--- config.mk ---
export PLATFORM = sky130hd
export DESIGN_NAME = decoder_nx2n_seq
export DESIGN_NICKNAME = d
export VERILOG_FILES = /design/src/rtl/decoder_pkg.sv /design/src/rtl/decoder_nx2n_seq_dwell.sv /design/src/rtl/decoder_nx2n_seq.sv
export SDC_FILE = /design/constraint.sdc
export NUM_CORES = 1
export LEC_CHECK = 0
export ABC_AREA = 1
export CORE_UTILIZATION = 48
export CTS_CLUSTER_SIZE = 24
export DETAILED_ROUTE_END_ITERATION = 10
export HOLD_SLACK_MARGIN = 0.12
export PLACE_DENSITY = 0.75
export SLEW_MARGIN = 20
export SYNTH_ARGS = -nofsm -noshare
export SYNTH_HDL_FRONTEND = slang
export SYNTH_SLANG_ARGS = --single-unit
export TNS_END_PERCENT = 10
--- constraint.sdc ---
create_clock -name clk -period 1.8 [get_ports clk]
set_input_delay 0.36 -clock clk [delete_from_list [all_inputs] [get_ports clk]]
set_output_delay 0.36 -clock clk [all_outputs]
set_load 0.03 [all_outputs]
--- src/rtl/decoder_pkg.sv ---
// Shared types and helpers for the sequenced N-to-2^N decoder.
// Latency: none (types and pure functions only).
// Backpressure: not applicable.
package decoder_pkg;

  // Widest select code the onehot helper supports.
  localparam int MAX_N = 8;

  typedef enum logic {
    IDLE  = 1'b0,
    SWEEP = 1'b1
  } state_t;

  // One-hot expansion of a code; callers cast the result down to their width.
  function automatic logic [(1<<MAX_N)-1:0] onehot(input logic [MAX_N-1:0] code);
    onehot       = '0;
    onehot[code] = 1'b1;
  endfunction

endpackage

--- src/rtl/decoder_nx2n_seq_dwell.sv ---
// Enable-gated modulo-DWELL counter with a terminal-count flag.
// Latency: tc is combinational from the current count and run.
// Backpressure: run low holds the count; clr forces it back to zero.
module dwell_counter #(
  parameter int DWELL = 1
) (
  input  logic clk,
  input  logic rst,
  input  logic run,
  input  logic clr,
  output logic tc
);

  localparam int W = (DWELL > 1) ? $clog2(DWELL) : 1;
  localparam logic [W-1:0] LAST = W'(DWELL - 1);

  logic [W-1:0] cnt;

  assign tc = run & (cnt == LAST);

  // Count enabled cycles, wrapping to zero on the terminal count.
  always_ff @(posedge clk) begin
    if (rst) begin
      cnt <= '0;
    end else if (clr) begin
      cnt <= '0;
    end else if (run) begin
      cnt <= tc ? '0 : cnt + 1'b1;
    end
  end

endmodule

--- src/rtl/decoder_nx2n_seq.sv ---
// N-to-2^N one-hot decoder with handshaked direct mode and autonomous sweep.
// Latency: one cycle from accepted request or sweep step to registered out.
// Backpressure: in_ready drops during a sweep and while en is low; en low freezes all state.
module decoder_nx2n_seq
  import decoder_pkg::*;
#(
  parameter int N          = 3,
  parameter int DWELL      = 1,
  parameter int ACTIVE_LOW = 0
) (
  input  logic              clk,
  input  logic              rst,
  input  logic              en,
  input  logic              in_valid,
  input  logic [N-1:0]      in_sel,
  output logic              in_ready,
  input  logic              sweep_start,
  output logic [(1<<N)-1:0] out,
  output logic              out_valid,
  output logic [N-1:0]      cur_sel,
  output logic              sweep_done
);

  localparam int OW = 1 << N;
  localparam logic [N-1:0]  LAST_SEL = {N{1'b1}};
  localparam logic [OW-1:0] IDLE_PAT = (ACTIVE_LOW != 0) ? {OW{1'b1}} : {OW{1'b0}};

  // Line pattern for a selected code, honouring output polarity.
  function automatic logic [OW-1:0] pattern(input logic [N-1:0] s);
    logic [OW-1:0] oh;
    oh = OW'(onehot(MAX_N'(s)));
    return (ACTIVE_LOW != 0) ? ~oh : oh;
  endfunction

  state_t        state_q, state_d;
  logic [N-1:0]  sel_q, sel_d;
  logic [OW-1:0] out_q, out_d;
  logic          vld_q, vld_d;
  logic          done_q, done_d;
  logic          cnt_run, cnt_clr, cnt_tc;

  assign cnt_run = en & (state_q == SWEEP);
  assign cnt_clr = en & (state_q == IDLE) & sweep_start;

  dwell_counter #(
    .DWELL(DWELL)
  ) u_dwell (
    .clk (clk),
    .rst (rst),
    .run (cnt_run),
    .clr (cnt_clr),
    .tc  (cnt_tc)
  );

  assign in_ready   = (state_q == IDLE) & en & ~rst;
  assign out        = out_q;
  assign out_valid  = vld_q;
  assign cur_sel    = sel_q;
  assign sweep_done = done_q;

  // Next-state and output selection; everything holds while en is low.
  always_comb begin
    state_d = state_q;
    sel_d   = sel_q;
    out_d   = out_q;
    vld_d   = vld_q;
    done_d  = done_q;
    if (en) begin
      done_d = 1'b0;
      case (state_q)
        IDLE: begin
          // A sweep request wins over a simultaneous direct request.
          if (sweep_start) begin
            state_d = SWEEP;
            sel_d   = '0;
            out_d   = pattern('0);
            vld_d   = 1'b1;
          end else if (in_valid) begin
            sel_d = in_sel;
            out_d = pattern(in_sel);
            vld_d = 1'b1;
          end
        end
        SWEEP: begin
          if (cnt_tc) begin
            if (sel_q == LAST_SEL) begin
              // Sweep finished: no wrap, drop back to idle lines.
              state_d = IDLE;
              sel_d   = '0;
              out_d   = IDLE_PAT;
              vld_d   = 1'b0;
              done_d  = 1'b1;
            end else begin
              sel_d = sel_q + 1'b1;
              out_d = pattern(sel_q + 1'b1);
            end
          end
        end
        default: state_d = IDLE;
      endcase
    end
  end

  // State and output registers with reset taking priority over everything.
  always_ff @(posedge clk) begin
    if (rst) begin
      state_q <= IDLE;
      sel_q   <= '0;
      out_q   <= IDLE_PAT;
      vld_q   <= 1'b0;
      done_q  <= 1'b0;
    end else begin
      state_q <= state_d;
      sel_q   <= sel_d;
      out_q   <= out_d;
      vld_q   <= vld_d;
      done_q  <= done_d;
    end
  end

endmodule

==> results of run 1 <==
## layout by cell type (no fill, tap or decap), types with 4 or more instances in the layout
cell             instances
buf_4                    4
clkdlybuf4s50_1         18
dfxtp_1                 15
inv_1                   21
nand2_1                 32
nand3_1                  6
nor2_1                  30
o21ai_0                  6
o21ai_1                  7
## logic make-up (layout without fill, tap and decap cells)
| logic type | count (synthesis) | in the layout | share of synthesized area (%) |
|---|---|---|---|
| and+or+nand+nor | 77 | 77 | 36.3 |
| AOI/OAI and AO/OA | 20 | 20 | 12.9 |
| adders and majority gates | 3 | 3 | 4.12 |
| buffers and inverters | 27 | 51 | 13.7 |
| DFF | 15 | 15 | 33.0 |
## per-layer routing
layer	global-route usage, %	share of wire, %	vias up
met5	0	0	-
met4	8.48	1.1	0
met3	4.37	4.9	4
met2	34.0	46	31
met1	29.7	48	397
li1	-	-	489
## flip-flops by register name, summed over array words and instances, names as in the netlist
signal / cells
cur_sel: 3
out: 8
out_valid: 1
state_q: 1
sweep_done: 1
u_dwell.cnt: 1
## through the flow
| stage | setup slack [ns] | total power [mW] | utilization [%] | hold slack [ns] | std cells |
|---|---|---|---|---|---|
| finish | 0.0651 | 0.831 | 66.6 | 0.472 | 191 |
| CTS | 0.0338 | 0.837 | 66.5 | 0.476 | 191 |
| floorplan | 0.276 | 0.555 | - | 0.429 | 142 |
| global placement | 0.0429 | 0.640 | 64.9 | 0.450 | 187 |
| global route | 0.00216 | 0.889 | 66.6 | 0.511 | 191 |
| detailed placement | 0.0226 | 0.644 | 64.9 | 0.463 | 187 |
## final timing paths
kind | start | end
setup / recovery | cur_sel[1] | cur_sel[1]
hold / removal | sweep_done | sweep_done
setup reg to reg | cur_sel[0] | out[7]
hold reg to reg | sweep_done | sweep_done
## area by class of cell
cell class	instances	area, um2
clock inverter	1	5.00
timing repair buffer	24	231
multi-input combinational	100	485
sequential	15	300
fill	168	583
tap	25	31.3
clock buffer	3	22.5
inverter	23	86.3
## tightest hold or removal path, cell delays in order, from the launching register on
cell and delay (ns):
dfxtp_1 0.32, nand2_1 0.06, a21oi_1 0.05
## power groups by stage
| stage | Clock [mW] | Combinational, mW | Sequential, mW |
|---|---|---|---|
| 2_1_floorplan | 0 | 0.133 | 0.422 |
| 3_3_place_gp | 0 | 0.256 | 0.384 |
| 3_5_place_dp | 0 | 0.260 | 0.384 |
| 4_1_cts | 0.201 | 0.260 | 0.377 |
| 5_1_grt | 0.221 | 0.286 | 0.381 |
| 6_report | 0.195 | 0.259 | 0.376 |
==> results.py, run 1 <==
metrics = {
    "placed_design": {
        "place_area_um2": 1130,
        "place_hpwl_mm": 1.54,
        "port_buffers": 21,
        "place.gp.congestion": 0.922,
    },
    "flow_run": {
        "drv_cap": 0,
    },
    "worst_setup_path": {
        "ff2ff_path_depth": 9,
        "required_ns": 1.44,
        "critPathBufInv": 1,
        "worst-path-stages": 1,
        "max_stage_delay_ns": 0.69,
        "worstPathCellList": "clkdlybuf4s50_1",
        "crit_arrival_ns": 1.37,
        "startpoint_type": "flip-flop",
        "critPathMaxFanout": 4,
        "path_delay_family": "buffers and inverters",
        "crit_type": "flip-flop to output port",
        "reg2reg_setup_slack_ns": 0.25,
        "crit_slowest_cell": "clkdlybuf4s50_1",
        "end_kind": "output port",
    },
    "synthesis": {
        "syn_inst": 142,
        "synth.top_cell.area_share_pct": 33.0,
        "syn_area_um2": 911,
        "synthTopCellsByCount": "32 x nand2_1, 30 x nor2_1, 21 x inv_1",
        "synth-main-ff-cell": "dfxtp_1",
        "seq_area_frac_synth_pct": 33.0,
        "avgSynthCellArea_um2": 6.41,
        "ys_types": 21,
        "yosysTopAreaCell": "dfxtp_1",
        "synth.area.top_cells": "dfxtp_1 33%, nand2_1 13%, nor2_1 12%",
        "yosysMostFrequentCell": "nand2_1",
        "synth_edf_count": 0,
        "synth_warnings": 0,
        "syn-num-nets": 153,
        "async_reset_ff_share_pct": 0,
        "ys_ff_latch": 15,
    },
    "clock_tree": {
        "cts_buffers": 3,
        "clkTransAtPathRegs_ns": 0.10,
        "cts_resized": 1,
        "cts_max_level": 1,
        "hold_buffers": 0,
        "insertion_delay_ns": 0.28,
        "cts.sinks": 15,
        "cts_tree": "yes",
        "root_buffer": "clkbuf_4",
        "clk_path_buf_depth": 2,
        "postCtsSetupBuffers": 0,
    },
    "route": {
        "wl_per_cell_um": 10.3,
        "drc_errors": 0,
        "wl_mm": 1.97,
        "via_per_inst": 4.82,
        "drtAntennaViolNets": 0,
        "drt_pass1_iterations": 4,
        "first_iter_violations": 28,
        "vias": 921,
    },
    "sta": {
        "hold_viol": 0,
        "setup_viol": 0,
        "max_freq_ghz": 0.576,
        "finalClockSkew_ns": 0.00819,
        "worst_pin_slew_ns": 0.421,
        "slew_viol_final": 0,
        "rsz0062_at_grt": "false",
        "relSlewSlack_pct": 71.9,
        "fin_tns_setup_ns": 0,
        "period_share_pct": 96.4,
        "fin_crit_ns": 1.73,
    },
    "floorplan": {
        "die_w_um": 45.6,
        "initial_core_util_pct": 52.2,
        "die_h_um": 45.6,
        "core_um2": 1750,
        "top_level_ports": 22,
        "die_area_um2": 2080,
        "rows": 15,
    },
    "pwr": {
        "p_sw_share_pct": 35.0,
        "clkPwrFrac_pct": 23.5,
        "p_int_mw": 0.540,
        "switchingPower_mw": 0.291,
        "ir_drop_uv": 442,
        "p_seq_share_pct": 45.3,
        "p_leak_nw": 0.566,
        "power_density_nw_per_um2": 715,
        "power.combinational.fraction_pct": 31.2,
    },
    "min_path": {
        "hold_depth": 2,
        "hold_path_class": "flip-flop to flip-flop",
    },
    "final_layout": {
        "fin_nets": 178,
        "drive_gt1_share_pct": 9.64,
        "stdcell_area_um2": 1160,
        "n_antenna_cell": 0,
        "area_growth_syn_to_layout_pct": 27.6,
    },
    "global_route": {
        "grt_pass1_vias": 792,
        "grt_max_degree": 13,
        "antenna_found_initial": 0,
        "grt_overflow": 0,
        "track_usage_pct": 22.0,
        "grt_pass1_wl_mm": 3.35,
    },
    "status": {
        "outcome": "finished, final reports clean",
    },
}
No activity file was read; power rests on OpenSTA's default activity.
==> run 2, diff against run 1 <==
Settings changed: TNS_END_PERCENT 10 to 30.
==> results of run 2 <==
The final DEF is identical to that of run 1; final timing and power are the same.
